===== src/rtl/boot_rom_loader.sv =====
// Copies BOOT_LEN bytes from a registered-read boot ROM into a core through a
// backpressured download port, then pulses execute_enable once.
module boot_rom_loader #(
    parameter int unsigned BOOT_LEN  = 276,
    parameter logic [15:0] LOAD_BASE = 16'h0000,
    parameter logic [15:0] EXEC_ADDR = 16'h0000
) (
    input  logic        clk_sys,
    input  logic        reset,
    input  logic        start,
    output logic [15:0] rom_addr,
    input  logic [7:0]  rom_data,
    output logic        dn_go,
    output logic        dn_wr,
    output logic [15:0] dn_addr,
    output logic [7:0]  dn_data,
    input  logic        dn_wait,
    output logic        execute_enable,
    output logic [15:0] execute_addr,
    output logic        cpu_hold,
    output logic        busy,
    output logic        done,
    output logic [7:0]  checksum
);

    typedef enum logic [2:0] {
        IDLE  = 3'd0,
        FETCH = 3'd1,
        WRITE = 3'd2,
        EXEC  = 3'd3,
        DONE  = 3'd4
    } state_t;

    localparam logic [16:0] LAST_IDX = 17'(BOOT_LEN - 1);

    state_t      state_q;
    logic [16:0] idx_q;
    logic [16:0] idx_d;
    logic        prime_q;
    logic [15:0] rom_addr_q;
    logic        dn_go_q;
    logic        dn_wr_q;
    logic [15:0] dn_addr_q;
    logic [7:0]  dn_data_q;
    logic        execute_enable_q;
    logic        cpu_hold_q;
    logic        busy_q;
    logic        done_q;
    logic [7:0]  checksum_q;

    assign idx_d = idx_q + 17'd1;

    always_ff @(posedge clk_sys) begin
        if (reset) begin
            state_q          <= IDLE;
            idx_q            <= 17'd0;
            prime_q          <= 1'b0;
            rom_addr_q       <= 16'd0;
            dn_go_q          <= 1'b0;
            dn_wr_q          <= 1'b0;
            dn_addr_q        <= 16'd0;
            dn_data_q        <= 8'd0;
            execute_enable_q <= 1'b0;
            cpu_hold_q       <= 1'b0;
            busy_q           <= 1'b0;
            done_q           <= 1'b0;
            checksum_q       <= 8'd0;
        end else begin
            execute_enable_q <= 1'b0;
            case (state_q)
                IDLE, DONE: begin
                    if (start) begin
                        state_q    <= FETCH;
                        idx_q      <= 17'd0;
                        prime_q    <= 1'b1;
                        rom_addr_q <= 16'd0;
                        checksum_q <= 8'd0;
                        done_q     <= 1'b0;
                        dn_go_q    <= 1'b1;
                        cpu_hold_q <= 1'b1;
                        busy_q     <= 1'b1;
                    end
                end
                FETCH: begin
                    // Byte 0 has no prefetch in flight, so its read needs one extra cycle.
                    if (prime_q) begin
                        prime_q <= 1'b0;
                    end else begin
                        state_q    <= WRITE;
                        dn_data_q  <= rom_data;
                        dn_addr_q  <= LOAD_BASE + idx_q[15:0];
                        dn_wr_q    <= 1'b1;
                        rom_addr_q <= idx_d[15:0];
                    end
                end
                WRITE: begin
                    if (!dn_wait) begin
                        dn_wr_q    <= 1'b0;
                        checksum_q <= checksum_q + dn_data_q;
                        if (idx_q < LAST_IDX) begin
                            idx_q   <= idx_d;
                            state_q <= FETCH;
                        end else begin
                            state_q          <= EXEC;
                            execute_enable_q <= 1'b1;
                            dn_go_q          <= 1'b0;
                            cpu_hold_q       <= 1'b0;
                            busy_q           <= 1'b0;
                        end
                    end
                end
                EXEC: begin
                    state_q <= DONE;
                    done_q  <= 1'b1;
                end
                default: state_q <= IDLE;
            endcase
        end
    end

    assign rom_addr       = rom_addr_q;
    assign dn_go          = dn_go_q;
    assign dn_wr          = dn_wr_q;
    assign dn_addr        = dn_addr_q;
    assign dn_data        = dn_data_q;
    assign execute_enable = execute_enable_q;
    assign execute_addr   = EXEC_ADDR;
    assign cpu_hold       = cpu_hold_q;
    assign busy           = busy_q;
    assign done           = done_q;
    assign checksum       = checksum_q;

endmodule


===== config.mk =====
export PLATFORM = sky130hd
export DESIGN_NAME = boot_rom_loader
export DESIGN_NICKNAME = d
export VERILOG_FILES = /design/src/rtl/boot_rom_loader.sv
export SDC_FILE = /design/constraint.sdc
export NUM_CORES = 1
export LEC_CHECK = 0
export ABC_AREA = 1
export CAP_MARGIN = 20
export CORE_MARGIN = 1.5
export CORE_UTILIZATION = 54
export DETAILED_ROUTE_END_ITERATION = 8
export GPL_TIMING_DRIVEN = 0
export HOLD_SLACK_MARGIN = 0.03
export PLACE_DENSITY = 0.86
export SYNTH_ARGS = -nofsm -noshare
export SYNTH_HDL_FRONTEND = slang
export SYNTH_SLANG_ARGS = --single-unit

===== constraint.sdc =====
create_clock -name clk_sys -period 2.5 [get_ports clk_sys]
set_clock_uncertainty 0.2 [all_clocks]
set_input_delay 0.625 -clock clk_sys [delete_from_list [all_inputs] [get_ports clk_sys]]
set_output_delay 0.625 -clock clk_sys [all_outputs]
set_load 0.02 [all_outputs]

# After elaboration in Yosys (flattened, before gate mapping)
# Cells that the tools add are included.
dict set report word_totals {
  out_inout_bits 70
  input_bits 12
  elab_cells 67
  ff_bits 73
}
dict set report classes {
  n_addsub 2
  bitwise 2
  n_mux 26
  n_eq_ne 9
  n_reduce_logical 16
  n_lt_le_gt_ge 1
}
# op count
set op_table {}
lappend op_table {{$mux W17} 3}
lappend op_table {{$pmux W17 S2} 1}
lappend op_table {{$mux W16} 2}
lappend op_table {{$pmux W16 S2} 1}
lappend op_table {{$add A17 B1 Y17 const B} 1}
lappend op_table {{$lt A17 B9 Y1 const B} 1}
lappend op_table {{$mux W8} 2}
lappend op_table {{$pmux W8 S2} 1}
lappend op_table {{$pmux W3 S4} 1}
lappend op_table {{$reduce_and A3 Y1} 4}
lappend op_table {{$ne A2 B2 Y1 const B} 5}
lappend op_table {{$mux W3} 3}
lappend op_table {{$add A8 B8 Y8} 1}
lappend op_table {{$pmux W1 S2} 4}
lappend op_table {{$reduce_and A4 Y1} 2}
lappend op_table {{$reduce_bool A2 Y1} 4}
lappend op_table {{$mux W1} 7}
lappend op_table {{$eq A3 B2 Y1 const B} 2}
lappend op_table {{$reduce_and A2 Y1} 3}
lappend op_table {{$eq A3 B1 Y1 const B} 1}
lappend op_table {{$eq A3 B3 Y1 const B} 1}
lappend op_table {{$logic_not A3 Y1} 1}
lappend op_table {{$reduce_or A3 Y1} 1}
lappend op_table {{$mux W2} 1}
lappend op_table {{other kinds (2)} 3}

# Depth between registers and ports, before layout
# Gate-level depths: netlist of run 1.
dict set report logic_depth {
  depth_word 4
  ltp_mapped 12
  ltp_nobuf 10
}

# Worst setup path after synthesis of run 1
# OpenSTA, ideal clock, no wires.
dict set report synth_timing {
  kind {register to register}
  startpoint {register dn_data_q[0], in the netlist dn_data[0]}
  endpoint {register checksum_q[4], in the netlist checksum[4]}
  synth_period_minus_slack_ns 1.745
  required_time_ns 2.168
  setup_slack_ns 0.755
  setup_ns 0.132
  path_buffers 0
  arrival_time_ns 1.413
  stages_incl_launch_ff 8
  path_cell_list {dfxtp_1 > ha_1 > fa_1 > nand2_1 > a21oi_1 > nor3_1 > nand3b_1 > a21oi_1}
}
dict set report synth_via {
  elab_chain_cells 3
}
# item line_no
set synth_rtl {}
lappend synth_rtl {{start, declared} 44} ;# logic [7:0] dn_data_q;
lappend synth_rtl {{start signal, assigned} 90} ;# dn_data_q <= rom_data;
lappend synth_rtl {{$add A8 B8 Y8} 99} ;# checksum_q <= checksum_q + dn_data_q;
lappend synth_rtl {{$mux W8} 97} ;# if (!dn_wait) begin
lappend synth_rtl {{$pmux W8 S2} 70} ;# case (state_q)
lappend synth_rtl {{end signal, assigned} 99}
lappend synth_rtl {{end, declared} 49} ;# logic [7:0] checksum_q;
# No other way between the ends. The select of a mux whose other input is x is not followed.
# A chain may end at the register's enable or synchronous reset.

==> results by group, run 1 <==
Status
  • Status: complete, no violations

Timing
  • Clock period minus worst slack: 2260 ps
  • Setup TNS: 0 ps
  • Fmax: 0.4426 GHz
  • RSZ-0062 raised after global routing: no
  • Tightest Pin Transition: 596.1 ps
  • Period utilisation layout: 90.38%
  • Max transition margin: 60.26%
  • Final setup vio count: 0
  • Count of final max-slew check failures: 0
  • Fin. Hold Viols: 0
  • Fin worst setup slack: 240.5 ps

Pwr
  • Net Switching: 0.9366 mW
  • Internal power: 1.975 mW
  • Leakage Power: ~1.8 nW
  • Max IR drop VDD: 0.4688 mV
  • Pwr dens: between 600 and 700 mW/mm2
  • Clk pwr share: between 20% and 30%
  • Sw Ratio: ~32%
  • Flop pwr share: 44.7%
  • Comb power frac: a little over a quarter

Clock tree
  • CTS H-tree lvls: 3
  • CTS Buffer Depth: 2
  • TritonCTS Buffers: 9
  • Post-CTS setup buffers: 0
  • Clk sinks: 73
  • Clock Latency Late Sink: approximately 340 ps
  • CTS-repair resized insts: 0
  • CTS root buffer: clkbuf_8
  • Clk pin slew, worst setup/hold paths: 70 ps
  • TritonCTS clock tree: yes
  • Post-CTS Hold Buffers: 0

Logic synthesis
  • Synth Area in Compound Gates: 13.77%
  • Post-Synth Adder-Cell Area: 3.459%
  • YS warnings: 0
  • Seq/Total Area, Yosys: 42.09%
  • Avg Cell Area, Syn: 7.130 um2
  • Synth cell types: 32
  • Synth Register Bits: 73
  • Post-synthesis mux area share: 0%
  • Post-Synth XOR/XNOR Area: 1.009%
  • Largest family of logic cells by synthesized area: simple AND/OR/NAND/NOR gates
  • Post-Synth Simple-Gate Area: 28.50%
  • Syn Inst Count: 487
  • Mapped Area: about 0.0035 mm2

Worst setup path
  • WS Path Type: flop to output pin
  • Crit path largest cell delay: 590 ps
  • Critical path fanouts, max: 4
  • Reg2Reg Depth: 9
  • Critical path startpoint: busy$_SDFFE_PP0P_
  • Crit. End Element: output pin
  • Slowest CP cell: clkdlybuf4s50_1
  • Reg-to-reg slack, setup: 510 ps
  • Crit path cell chain: buf_4 -> clkdlybuf4s50_1
  • Worst setup SP type: flop
  • Reg2Reg Launch Point: idx_q[0]$_SDFFE_PP0P_
  • CP required: between 1500 and 2000 ps
  • Worst R2R End: rom_addr[10]$_SDFFE_PP0P_
  • Critical Path AT: 1430 ps
  • Crit path to: dn_go

Die
  • I/O pins: 82
  • Die Ht: around 83 um
  • Effective utilization at floorplan: 55.31%
  • DIE AREA: between 0.006 and 0.007 mm2
  • Die Wd: 83.19 um
  • Row count: 29
  • Core region area: 0.006277 mm2

Route
  • DRT antenna net count: 0
  • DR pass1 iterations: 6
  • Via count: between 3,000 and 4,000
  • WL/cell: 12.92 um
  • WL final: between 8000 and 9000 um
  • Drt via density: 5.206
  • DRC Markers: 0
  • Initial detailed-routing violation count: between 200 and 300

Place
  • Hpwl dp: 6417 um
  • GP Congestion: 0.9526
  • Pre-CTS setup slack: 2.488 ps
  • Dpl cells: about 640
  • # port buffers: 65

Global routing
  • Vias in the first global route: between 3,000 and 4,000
  • Total GRT Usage: 25.69%
  • Pin count of the biggest net entering global routing: 12
  • Initial antenna violation count: 0
  • First-pass GRT wire length: 14,350 um
  • GRT Residual Overflow: 0

Cells and area
  • Fin cells: roughly 660
  • Nets: roughly 600
  • Antenna cells: 0
  • Final Core Density: 71.00%
  • Area growth syn-to-layout: 28.36%
  • Layout cells sized above 1: 8.763%
  • Fill count: 528

Job
  • Number of max-cap violations: 0

Min path
  • Hold Path Class: flop to flop
[cell usage after synthesis (all sizes together)]
master	n	area share, %
buf	29	5.7
nor3	10	1.9
xnor2	1	0.25
conb	1	0.11
clkbuf	7	0.76
o21bai	1	0.22
fa	1	0.58
inv	43	4.6
nor2	42	4.8
a21o	2	0.43
xor2	3	0.76
o211ai	1	0.22
nand3b	3	0.65
o21a	1	0.22
nand3	39	5.6
or2	2	0.36
nand4	8	1.4
dfxtp	73	42
o21ai	22	3.2
nand2	124	14
ha	8	2.9
a21oi	66	9.5
[worst max-delay path, delay by kind of cell, from the launching register on]
kind                   cells  cell delay (ps)
DFF                        1              370
buffers and inverters      2              710
[cells by family (layout without fill, tap and decap cells)]
family	count (synthesis)	count (layout)
XOR/XNOR	4	4
flip-flops	73	73
other	1	16
AO/OA/AOI/OAI	93	93
adder cells (fa/ha/maj)	9	9
buffers and inverters	79	159
AND/OR/NAND/NOR	228	228
[worst min-delay path by stage]
| stage | from | endpoint | slack (ps) | depth (start not counted) |
|---|---|---|---|---|
| 2_1_floorplan | idx_q[16]$_SDFFE_PP0P_ | idx_q[16]$_SDFFE_PP0P_ | 220 | 2 |
| 3_3_place_gp | idx_q[16]$_SDFFE_PP0P_ | idx_q[16]$_SDFFE_PP0P_ | 220 | 2 |
| 3_5_place_dp | idx_q[16]$_SDFFE_PP0P_ | idx_q[16]$_SDFFE_PP0P_ | 230 | 2 |
| 4_1_cts | idx_q[16]$_SDFFE_PP0P_ | idx_q[16]$_SDFFE_PP0P_ | 250 | 2 |
| 5_1_grt | rom_addr[0]$_SDFFE_PP0P_ | rom_addr[0]$_SDFFE_PP0P_ | 280 | 2 |
| 6_report | idx_q[16]$_SDFFE_PP0P_ | idx_q[16]$_SDFFE_PP0P_ | 250 | 2 |
[cells in the final DEF (no fill, tap or decap), types with 3 or more instances in the layout]
master and n:
o21ai_0 22, nand3_1 39, buf_4 19, xor2_1 3
clkbuf_1 8, a21oi_1 66, inv_1 41, dfxtp_1 73
clkdlybuf4s50_1 65, ha_1 8, nand4_1 8, nand2_1 122
buf_2 7, nor3_1 8, clkbuf_8 12, nand3b_1 3
nor2_1 40, conb_1 16
[metrics by stage]
step                      hold WS (ps)  total power [mW]  instance area (um2)
final                            247.6             2.912                 4457
after global routing             284.9             3.044                 4457
after CTS                        248.3             2.928                 4457
after detailed placement         229.2             2.090                 4275
after global placement           225.0             2.072                 4275
after floorplan                  216.7             1.810                 3528
[final cells by class]
class	instances	area (um2)	area share (%)
Timing Repair Buffer	65	650.6	14.60
Clock inverter	2	12.51	0.2807
Clock buffer	13	168.9	3.790
Inverter	43	161.4	3.622
Multi-Input combinational cell	350	1683	37.76
Tap cell	77	96.34	2.162
Buffer	36	222.7	4.997
Sequential cell	73	1461	32.79
[metal layers]
layer  wire, um  share of wire [%]  global-route usage [%]  up-vias
met3        462                5.4                   5.567       25
li1           -                  -                       -     1737
met5          0                  0                       0        -
met2       4255                 50                   44.57      112
met1       3595                 42                   30.73     1557
met4        204                2.4                   10.76        0
[power groups by stage]
stage                     clock, mW  combinational [mW]  sequential (mW)
final                         0.846               0.763             1.30
after global routing          0.900               0.831             1.31
after CTS                     0.860               0.765             1.30
after detailed placement          0               0.761             1.33
after global placement            0               0.746             1.33
after floorplan                   0               0.404             1.41
[state kept, by name, summed over array words and instances (netlist names)]
| register | cells |
|---|---|
| dn_wr | 1 |
| busy | 1 |
| prime_q | 1 |
| dn_data | 8 |
| state_q | 3 |
| rom_addr | 16 |
| execute_enable | 1 |
| idx_q | 17 |
| dn_addr | 16 |
| done | 1 |
| checksum | 8 |
Note: power is estimated with default switching activity, not from simulation.
==> run 2: changes to the inputs <==
Settings changed: CAP_MARGIN 20 to 10.
==> results of run 2 <==
No change in the layout: final DEF, timing and power equal those of run 1.
